### src/rtl/muldiv_sequencer_if.sv
// rtl/muldiv_sequencer_if.sv - execute-stage request/result bundle for the RV32M multiply/divide sequencer
interface muldiv_sequencer_if #(
    parameter int XLEN = 32
);
    logic              req_valid;
    logic [2:0]        funct3;
    logic [XLEN-1:0]   a;
    logic [XLEN-1:0]   b;
    logic              flush;
    logic              stall;
    logic              done;
    logic [XLEN-1:0]   result;
    logic [2*XLEN-1:0] mul_div_out;
    logic              busy;

    modport master (
        output req_valid, funct3, a, b, flush,
        input  stall, done, result, mul_div_out, busy
    );

    modport slave (
        input  req_valid, funct3, a, b, flush,
        output stall, done, result, mul_div_out, busy
    );
endinterface

### src/rtl/muldiv_sequencer.sv
// rtl/muldiv_sequencer.sv - RV32M shift-add multiply / restoring divide sequencer; MULDIV_OPCACHE_EN adds a last-result cache
module muldiv_sequencer #(
    parameter int XLEN  = 32,
    parameter int CNT_W = 6
) (
    input  logic              clk,
    input  logic              rst,
    muldiv_sequencer_if.slave bus
);
    typedef enum logic [2:0] {S_IDLE, S_MUL, S_DIV, S_FIX, S_DONE} state_t;

    localparam logic [XLEN-1:0] MIN_NEG = {1'b1, {(XLEN-1){1'b0}}};

    state_t            state_q, state_d;
    logic [CNT_W-1:0]  cnt_q, cnt_d;
    logic [2*XLEN-1:0] acc_q, acc_d;
    logic [XLEN-1:0]   opb_q, opb_d;
    logic [2:0]        f3_q, f3_d;
    logic              neg_q, neg_d;
    logic              sa_q, sa_d;
    logic [2*XLEN-1:0] mdo_q, mdo_d;
    logic [XLEN-1:0]   res_q, res_d;

    logic              cache_load, cache_wr, cache_clr, cache_hit;
    logic [2*XLEN-1:0] cache_raw;

    function automatic logic [XLEN-1:0] sel_result(input logic [2:0] f3, input logic [2*XLEN-1:0] raw);
        if (f3 == 3'd0 || f3 == 3'd4 || f3 == 3'd5) return raw[XLEN-1:0];
        return raw[2*XLEN-1:XLEN];
    endfunction

    logic              req_div, sgn_a, sgn_b, req_sa, req_sb, div_zero, div_ovf;
    logic [XLEN-1:0]   abs_a, abs_b;
    logic [2*XLEN-1:0] fast_raw;

    always_comb begin
        req_div  = bus.funct3[2];
        sgn_a    = (bus.funct3 == 3'd1) || (bus.funct3 == 3'd2) ||
                   (bus.funct3 == 3'd4) || (bus.funct3 == 3'd6);
        sgn_b    = (bus.funct3 == 3'd1) || (bus.funct3 == 3'd4) || (bus.funct3 == 3'd6);
        req_sa   = sgn_a & bus.a[XLEN-1];
        req_sb   = sgn_b & bus.b[XLEN-1];
        abs_a    = req_sa ? -bus.a : bus.a;
        abs_b    = req_sb ? -bus.b : bus.b;
        div_zero = req_div && (bus.b == '0);
        div_ovf  = req_div && sgn_a && (bus.a == MIN_NEG) && (bus.b == '1);
        fast_raw = div_zero ? {bus.a, {XLEN{1'b1}}} : {{XLEN{1'b0}}, MIN_NEG};
    end

    // One iteration step for each engine; acc holds {hi, lo} = {partial, multiplier} or {rem, quo}.
    logic [XLEN:0]     mul_sum, trial;
    logic [2*XLEN-1:0] mul_next, div_next, fix_raw;
    logic [XLEN-1:0]   fix_quo, fix_rem;

    always_comb begin
        mul_sum  = {1'b0, acc_q[2*XLEN-1:XLEN]} + (acc_q[0] ? {1'b0, opb_q} : {(XLEN+1){1'b0}});
        mul_next = {mul_sum, acc_q[XLEN-1:1]};
        trial    = acc_q[2*XLEN-1:XLEN-1] - {1'b0, opb_q};
        if (!trial[XLEN]) begin
            div_next = {trial[XLEN-1:0], acc_q[XLEN-2:0], 1'b1};
        end else begin
            div_next = {acc_q[2*XLEN-2:0], 1'b0};
        end
        fix_quo = neg_q ? -acc_q[XLEN-1:0] : acc_q[XLEN-1:0];
        fix_rem = sa_q ? -acc_q[2*XLEN-1:XLEN] : acc_q[2*XLEN-1:XLEN];
        if (f3_q[2]) begin
            fix_raw = {fix_rem, fix_quo};
        end else begin
            fix_raw = neg_q ? -acc_q : acc_q;
        end
    end

    always_comb begin
        state_d    = state_q;
        cnt_d      = cnt_q;
        acc_d      = acc_q;
        opb_d      = opb_q;
        f3_d       = f3_q;
        neg_d      = neg_q;
        sa_d       = sa_q;
        mdo_d      = mdo_q;
        res_d      = res_q;
        cache_load = 1'b0;
        cache_wr   = 1'b0;
        cache_clr  = 1'b0;
        case (state_q)
            S_IDLE: begin
                if (bus.req_valid && !bus.flush) begin
                    f3_d  = bus.funct3;
                    neg_d = req_sa ^ req_sb;
                    sa_d  = req_sa;
                    if (div_zero || div_ovf) begin
                        mdo_d   = fast_raw;
                        res_d   = sel_result(bus.funct3, fast_raw);
                        state_d = S_DONE;
                    end else if (cache_hit) begin
                        mdo_d   = cache_raw;
                        res_d   = sel_result(bus.funct3, cache_raw);
                        state_d = S_DONE;
                    end else begin
                        cnt_d      = CNT_W'(XLEN);
                        acc_d      = {{XLEN{1'b0}}, abs_a};
                        opb_d      = abs_b;
                        cache_load = 1'b1;
                        state_d    = req_div ? S_DIV : S_MUL;
                    end
                end
            end
            S_MUL, S_DIV: begin
                if (bus.flush) begin
                    cache_clr = 1'b1;
                    state_d   = S_IDLE;
                end else begin
                    acc_d = (state_q == S_MUL) ? mul_next : div_next;
                    cnt_d = cnt_q - CNT_W'(1);
                    if (cnt_q == CNT_W'(1)) state_d = S_FIX;
                end
            end
            S_FIX: begin
                if (bus.flush) begin
                    cache_clr = 1'b1;
                    state_d   = S_IDLE;
                end else begin
                    mdo_d    = fix_raw;
                    res_d    = sel_result(f3_q, fix_raw);
                    cache_wr = 1'b1;
                    state_d  = S_DONE;
                end
            end
            S_DONE:  state_d = S_IDLE;
            default: state_d = S_IDLE;
        endcase
    end

    always_ff @(posedge clk) begin
        if (rst) begin
            state_q <= S_IDLE;
            cnt_q   <= '0;
            acc_q   <= '0;
            opb_q   <= '0;
            f3_q    <= '0;
            neg_q   <= 1'b0;
            sa_q    <= 1'b0;
            mdo_q   <= '0;
            res_q   <= '0;
        end else begin
            state_q <= state_d;
            cnt_q   <= cnt_d;
            acc_q   <= acc_d;
            opb_q   <= opb_d;
            f3_q    <= f3_d;
            neg_q   <= neg_d;
            sa_q    <= sa_d;
            mdo_q   <= mdo_d;
            res_q   <= res_d;
        end
    end

`ifdef MULDIV_OPCACHE_EN
    // Key is captured at accept and marked valid only when that op completes, so a flushed op never hits.
    logic              cv_q, cv_d;
    logic [XLEN-1:0]   ca_q, ca_d, cb_q, cb_d;
    logic [1:0]        csgn_q, csgn_d;
    logic              cdiv_q, cdiv_d;
    logic [2*XLEN-1:0] craw_q, craw_d;

    always_comb begin
        cache_hit = cv_q && (bus.a == ca_q) && (bus.b == cb_q) && (req_div == cdiv_q) &&
                    ((!req_div && bus.funct3 == 3'd0) || (csgn_q == {sgn_a, sgn_b}));
        cache_raw = craw_q;
        cv_d      = cv_q;
        ca_d      = ca_q;
        cb_d      = cb_q;
        csgn_d    = csgn_q;
        cdiv_d    = cdiv_q;
        craw_d    = craw_q;
        if (cache_load) begin
            cv_d   = 1'b0;
            ca_d   = bus.a;
            cb_d   = bus.b;
            csgn_d = {sgn_a, sgn_b};
            cdiv_d = req_div;
        end
        if (cache_wr) begin
            cv_d   = 1'b1;
            craw_d = fix_raw;
        end
        if (cache_clr) cv_d = 1'b0;
    end

    always_ff @(posedge clk) begin
        if (rst) begin
            cv_q   <= 1'b0;
            ca_q   <= '0;
            cb_q   <= '0;
            csgn_q <= '0;
            cdiv_q <= 1'b0;
            craw_q <= '0;
        end else begin
            cv_q   <= cv_d;
            ca_q   <= ca_d;
            cb_q   <= cb_d;
            csgn_q <= csgn_d;
            cdiv_q <= cdiv_d;
            craw_q <= craw_d;
        end
    end
`else
    logic unused_cache;
    assign cache_hit    = 1'b0;
    assign cache_raw    = '0;
    assign unused_cache = cache_load ^ cache_wr ^ cache_clr;
`endif

    assign bus.done        = (state_q == S_DONE);
    assign bus.busy        = (state_q != S_IDLE);
    assign bus.stall       = bus.req_valid & ~bus.done;
    assign bus.result      = res_q;
    assign bus.mul_div_out = mdo_q;

    // The execute stage must hold the op until done or flush.
    a_req_held: assert property (@(posedge clk) disable iff (rst)
        ((state_q == S_MUL || state_q == S_DIV || state_q == S_FIX) && !bus.flush) |-> bus.req_valid);
endmodule

### src/flat_wrapper.sv
// flat-port wrapper written by rule: the top's interface ports become plain ports
module muldiv_sequencer_flat 
#(
    parameter int XLEN  = 32,
    parameter int CNT_W = 6
)
  (clk, rst, bus_req_valid, bus_funct3, bus_a, bus_b, bus_flush, bus_stall, bus_done, bus_result, bus_mul_div_out, bus_busy);
  muldiv_sequencer_if #(.XLEN(XLEN)) bus_i ();
  input  logic clk;
  input  logic rst;
  input wire logic [$bits(bus_i.req_valid)-1:0] bus_req_valid;
  input wire logic [$bits(bus_i.funct3)-1:0] bus_funct3;
  input wire logic [$bits(bus_i.a)-1:0] bus_a;
  input wire logic [$bits(bus_i.b)-1:0] bus_b;
  input wire logic [$bits(bus_i.flush)-1:0] bus_flush;
  output wire logic [$bits(bus_i.stall)-1:0] bus_stall;
  output wire logic [$bits(bus_i.done)-1:0] bus_done;
  output wire logic [$bits(bus_i.result)-1:0] bus_result;
  output wire logic [$bits(bus_i.mul_div_out)-1:0] bus_mul_div_out;
  output wire logic [$bits(bus_i.busy)-1:0] bus_busy;
  assign bus_i.req_valid = bus_req_valid;
  assign bus_i.funct3 = bus_funct3;
  assign bus_i.a = bus_a;
  assign bus_i.b = bus_b;
  assign bus_i.flush = bus_flush;
  assign bus_stall = bus_i.stall;
  assign bus_done = bus_i.done;
  assign bus_result = bus_i.result;
  assign bus_mul_div_out = bus_i.mul_div_out;
  assign bus_busy = bus_i.busy;
  muldiv_sequencer #(.XLEN(XLEN), .CNT_W(CNT_W)) u_core (.clk(clk), .rst(rst), .bus(bus_i));
endmodule
### config.mk
export PLATFORM = sky130hd
export DESIGN_NAME = muldiv_sequencer_flat
export DESIGN_NICKNAME = d
export VERILOG_FILES = /design/src/rtl/muldiv_sequencer_if.sv /design/src/rtl/muldiv_sequencer.sv /design/src/flat_wrapper.sv
export SDC_FILE = /design/constraint.sdc
export NUM_CORES = 1
export LEC_CHECK = 0
export CELL_PAD_IN_SITES_DETAIL_PLACEMENT = 1
export CELL_PAD_IN_SITES_GLOBAL_PLACEMENT = 1
export CORE_AREA = 2 2 190 192
export CTS_CLUSTER_DIAMETER = 30
export DETAILED_ROUTE_END_ITERATION = 12
export DIE_AREA = 0 0 192 194
export PLACE_DENSITY_LB_ADDON = 0.12
export SYNTH_ARGS = -nofsm -noshare
export SYNTH_HDL_FRONTEND = slang
export SYNTH_SLANG_ARGS = --single-unit
### constraint.sdc
create_clock -name clk -period 9.5 [get_ports clk]
set_input_delay 0.95 -clock clk [delete_from_list [all_inputs] [get_ports clk]]
set_output_delay 0.95 -clock clk [all_outputs]
set_load 0.1 [all_outputs]
==> flow_metrics.tcl <==
set metrics [dict create \
    status "finished, final reports clean" \
    max_slew_margin_pct 18.8 \
    holdPathEnd "u_core.bus.mul_div_out[25]" \
    hold_viol 0 \
    ioPinCount 170 \
    maxCapViolCount 0 \
    cp.arrival_ns 5.29 \
    synth-simple-area-share_pct 23.3 \
    synth_edf_count 0 \
    clockRootBuffer "clkbuf_16" \
    crit_path_end_kind "register" \
    grt_max_degree 104 \
    syn_to_final_growth_pct 23.8 \
    synth_commonest_cells "269 x nor2_1, 214 x nand2_1, 206 x dfxtp_1" \
    met2_length_um 32800 \
    seq_area_frac_synth_pct 25.7 \
    dp_hpwl_um 51700 \
    grt.overflow.total 0 \
    finalPower_mw 3.68 \
    grt_use_total_pct 37.6 \
    critPathMaxFanout 13 \
    antenna_found_initial 0 \
    synth-compound-area-share_pct 28.4 \
    start_util_pct 45.5 \
    ys_types 84 \
    reg2reg_slack_ns 4.73 \
    clk_path_buf_depth 3 \
    core_area_um2 35200 \
    synth_top_family_by_area "compound AO/OA/AOI/OAI gates" \
    route.detailed.drc 0 \
    slowest_stage "dfxtp_1" \
    dr_wl_met3_um 4260 \
    drive_above_1_share_pct 6.95 \
    top_layer "met4" \
    yosysMostFrequentCell "nor2_1" \
    grt_pass1_vias 18367 \
    rr_startpoint "u_core.acc_q[0]" \
    hold_start "u_core.bus.mul_div_out[25]" \
    netlist_area_um2 16000 \
    fin_setup_tns_ns 0 \
    cts_setup_buffers 0 \
    grt_pass1_wl_um 109000 \
    setup_viol 0 \
    die_w_um 192 \
    cts_resized 0 \
    rows 69 \
    synth_mux_area_share_pct 1.70 \
    gp_congestion 0.978 \
    cts_tree "done" \
    clk_pin_slew_ns 0.05 \
    drtIter0Drc 1309 \
    diodes 0 \
    synth_xor_area_share_pct 9.62 \
    wire_per_inst_um 25.4 \
    fill_cells 4356 \
    clkLatencyLatePin_ns 0.60 \
    fin_nets 2430 \
    clock_sinks 206 \
    synth_area_leader_cell "dfxtp_1" \
    timing.rr.end "u_core.acc_q[60]" \
    h-tree-depth 2 \
    hp-class "register to register" \
    async_reset_ff_share_pct 0 \
    fin_crit_ns 4.77 \
    p_leak_nw 7.29 \
    worst_r2r_path_depth 12 \
    cts_buffers 55 \
    drt_pass1_iterations 5 \
    synth_nets 2336 \
    die_h_um 194 \
    holdPathStages 2 \
    peakVddDrop_mv 0.149 \
    cts_hold_buf 0 \
    fmax_mhz 209 \
    skew_ns 0.0257 \
    slew_viol_final 0 \
    crit_path_frequent_cell "nor2_1" \
    cp-start-kind "register" \
    crit_chain "inv_1, nor2_1, ha_1, o211a_1, a21oi_1, a2111oi_0, or3_1, a221oi_1, nor2_1, o31a_1, o21ai_0, a32o_1" \
    worstMarginPinSlew_ns 1.21 \
    synthAdderAreaFrac_pct 5.79 \
    ys_top_cells_by_area "dfxtp_1 26%, nor2_1 6.3%, a21oi_1 5.8%" \
    wl_met1_um 27300 \
    fin_crit_sh_pct 50.2 \
    routed_wirelength_um 70800 \
    io_buffers 169 \
    netlist_instances 2192 \
    vias_per_cell 6.45 \
    critical_path.max_stage_delay_ns 0.69 \
    synth_ff_type "dfxtp_1" \
    dr_total_vias 17998 \
    syn_area_per_cell_um2 7.31 \
    worstSetupPathType "register to register" \
    synth_top_area_share_pct 25.7 \
    rsz0062_at_grt "no" \
    final_antenna_net_count 0 \
    power_density_nw_per_um2 185 \
    dieArea_um2 37200 \
    crit_required_ns 10.01 \
    yosys_warnings 0 \
    synth-seq-cells 206 \
]
==> placed cells by master (no fill, tap or decap), drive strengths merged, types with 21 or more instances in the layout <==
| master | Yosys | final |
|---|---|---|
| a211oi | 73 | 73 |
| xnor2 | 90 | 90 |
| ha | 71 | 71 |
| a21o | 26 | 26 |
| nand2 | 214 | 214 |
| o21ai | 146 | 146 |
| a22oi | 21 | 21 |
| a221oi | 25 | 25 |
| clkdlybuf4s50 | 0 | 168 |
| inv | 71 | 71 |
| nand4 | 29 | 29 |
| nand3 | 51 | 51 |
| dfxtp | 206 | 206 |
| o31ai | 34 | 34 |
| nor2 | 272 | 272 |
| xor2 | 86 | 86 |
| mux2i | 25 | 25 |
| o211ai | 50 | 50 |
| a21oi | 186 | 186 |
| nor3 | 95 | 95 |
| clkbuf | 119 | 75 |
==> worst max-delay path: cells and delay by family, from the launching register on <==
| family | cells | cell delay (ns) |
|---|---|---|
| buffers and inverters | 1 | 0.41 |
| DFF | 1 | 0.69 |
| AOI/OAI and AO/OA | 7 | 2.41 |
| and+or+nand+nor | 3 | 0.89 |
| adders and majority gates | 1 | 0.30 |
==> cell families (layout without fill, tap and decap cells) <==
family	Yosys count	count (layout)
flops	206	206
buf+inv	221	360
simple gates	797	797
xor+xnor	176	176
compound gates	692	692
mux	27	27
fa+ha+maj	73	73
==> metal layers <==
metal  track usage (%)  vias to the layer above
li1                  -                     8195
met1              43.6                     8812
met2              61.1                      734
met3              6.28                      257
met4              29.8                        0
met5                 0                        -
==> how the worst max path moves through the flow <==
stage                      startpoint               endpoint  slack (ns)  depth (start not counted)
global route                 bus_a[1]  u_core.bus.result[31]        4.57                         12
detailed placement           bus_a[0]  u_core.bus.result[31]        4.30                         12
finish                u_core.acc_q[0]       u_core.acc_q[60]        4.73                         12
floorplan           u_core.state_q[2]              bus_stall        4.59                          4
CTS                          bus_a[1]  u_core.bus.result[31]        4.90                         12
global placement             bus_a[0]  u_core.bus.result[31]        4.41                         12
==> cell type report <==
type                            count  area [µm²]  area share (%)
Sequential cell                   206        4120            20.8
Inverter                           71         267            1.34
Timing Repair Buffer              187        1830            9.21
Clock inverter                     27         350            1.77
Clock buffer                       75        1580            7.98
Tap cell                          461         577            2.91
Multi-Input combinational cell   1765       11100            56.0
==> per-stage QoR <==
step | hold WS (ns) | utilization [%] | instance area (µm²) | cells | setup slack [ns]
after floorplan | 0.449 | - | 16000 | 2192 | 4.59
after global placement | 0.470 | 50.8 | 17900 | 2690 | 4.41
after CTS | 0.496 | 56.3 | 19800 | 2792 | 4.90
after global routing | 0.522 | 56.3 | 19800 | 2792 | 4.57
final | 0.495 | 56.3 | 19800 | 2792 | 4.73
after detailed placement | 0.484 | 50.8 | 17900 | 2690 | 4.30
==> flip-flops by register name (all words and copies together) (netlist names) <==
name                    flops
u_core.f3_q                 3
u_core.acc_q               64
u_core.bus.result          32
u_core.sa_q                 1
u_core.opb_q               32
u_core.neg_q                1
u_core.bus.mul_div_out     64
u_core.state_q              3
u_core.cnt_q                6
==> power breakdown <==
| part | switching, mW | internal [mW] |
|---|---|---|
| logic | 0.522 | 0.259 |
| clock network | 0.585 | 1.34 |
| registers | 0.0662 | 0.906 |
| total | 1.17 | 2.51 |
Note: power is estimated with default switching activity, not from simulation.
==> edit: new RTL, same flow settings <==
The 5 states of `state_t` get a one-hot encoding in 5 bits.
--- a/src/rtl/muldiv_sequencer.sv
+++ b/src/rtl/muldiv_sequencer.sv
@@ -8,5 +8,5 @@
     muldiv_sequencer_if.slave bus
 );
-    typedef enum logic [2:0] {S_IDLE, S_MUL, S_DIV, S_FIX, S_DONE} state_t;
+    typedef enum logic [4:0] {S_IDLE = 5'b00001, S_MUL = 5'b00010, S_DIV = 5'b00100, S_FIX = 5'b01000, S_DONE = 5'b10000} state_t;
 
     localparam logic [XLEN-1:0] MIN_NEG = {1'b1, {(XLEN-1){1'b0}}};
Behaviour: same outputs for any inputs over 4 cycles, from zero or initial values and one cycle with rst high; so few cycles prove little.
==> edit against the unedited design <==
  * Wire length up 1.1%
  * Sequential share of layout area is 0.20 points higher
  * Power is 1.5% higher
  * Via count rose by 0.25%
  * Cell area about the same
  * Largest cell class unchanged
  * Count of clock-buffer cells in the layout increased by 3
  * Maximum frequency shrank 11%
  * Worst setup slack worse by 0.58 ns
  * Clock power rose by 4%
  * Area after synthesis down 0.94%
  * Worst hold slack worse by 0.041 ns
  * Sequential cell count increased by 2
==> edit: results (changes against the unedited design) <==
Worst setup path
  • Worst Setup EP: u_core.bus.result[21]$_SDFFE_PP0P_ (was u_core.acc_q[60]$_SDFFE_PP0P_)
  • CP Launch Point: bus_b[24] (was u_core.acc_q[0]$_SDFFE_PP0P_)
  • Crit path DAT: 5.83 ns (was 5.29 ns)
  • Top delay family on crit path: simple AND/OR/NAND/NOR gates (was compound AO/OA/AOI/OAI gates)
  • Critical path's slowest cell: buf_4 (was dfxtp_1)
  • Worst R2R Setup Slack: 4.91 ns (was 4.73 ns)
  • Crit Path Max Fanout: 87 (was 13)

Drt
  • WL met3: 5.24 mm (was 4.26 mm)
  • Total Routed Length: 71.6 mm (was 70.8 mm)
  • Drt pass-1 iters: 6 (was 5)
  • Post-Route M1 WL: 28.2 mm (was 27.3 mm)
  • DR vias/cell: 6.50 (was 6.45)
  • Routed wl met2: 32.7 mm (was 32.8 mm)

Synthesis
  • Synth unique cells: 80 (was 84)
  • Post-synthesis sequential area ratio: 0.262 (was 0.257)
  • Post-synthesis mux area share: 0.0203 (was 0.0170)
  • Syn_nets: 2305 (was 2336)
  • Post-synthesis compound-gate area fraction: 0.300 (was 0.284)
  • Post-synthesis adder-cell area fraction: 0.0585 (was 0.0579)

STA
  • Final clock skew: 0.0431 ns (was 0.0257 ns)
  • Worst-Margin Slew: 1.17 ns (was 1.21 ns)

Global routing
  • Vias in the first global route: 18000 (was 18400)
  • Total track usage: 0.374 (was 0.376)
  • M1 GR Usage: 0.448 (was 0.436)
  • Largest net degree at the start of global routing: 88 (was 104)
  • First-pass GRT wire length: 108 mm (was 109 mm)
  • GRT met2 Usage: 0.612 (was 0.611)

Run status
  • Outcome: completed (unchanged)

Finish
  • P&R area growth vs syn: 25.0% (was 23.8%)
  • Filler cell count: 4339 (was 4356)
  • Layout cells sized above 1: 0.0718 (was 0.0695)

Clocking
  • Total CTS buffers: 59 (was 55)
  • Worst-skew pair later-pin latency: 0.63 ns (was 0.60 ns)

Min path
  • Hold Crit Endpoint: u_core.bus.mul_div_out[22]$_SDFFE_PP0P_ (was u_core.bus.mul_div_out[25]$_SDFFE_PP0P_)

Power and ir drop
  • Leakage power: 0.00744 uW (was 0.00729 uW)
  • Worst VDD drop: 0.151 mV (was 0.149 mV)

Placed design
  • DP HPWL: 51.9 mm (was 51.7 mm)
  • DP Area: 0.0178 sq mm (was 0.0179 sq mm)
  • RD Place Congestion: 0.967 (was 0.978)
[edit: final cells by class]
cell class | count | area share
Multi-Input combinational cell | 1728 | 0.549
Timing Repair Buffer | 198 | 0.0963
Antenna cell | 1 | 0.000126
Clock buffer | 78 | 0.0830
Tap cell | 461 | 0.0291
Sequential cell | 208 | 0.210
Inverter | 70 | 0.0132
Clock inverter | 31 | 0.0198
[edit: power breakdown]
| group | switching, uW | internal [uW] | total (uW) |
|---|---|---|---|
| clock | 656 | 1360 | 2010 |
| combinational | 521 | 232 | 753 |
| sequential | 49.9 | 917 | 967 |
| total | 1230 | 2510 | 3730 |
[edit: through the flow]
step	hold slack, ns	instances	setup WS (ns)
3_3_place_gp	0.441	2665	3.96
4_1_cts	0.455	2774	4.30
5_1_grt	0.475	2774	3.90
6_report	0.454	2775	4.14
2_1_floorplan	0.450	2161	4.25
3_5_place_dp	0.446	2665	3.70
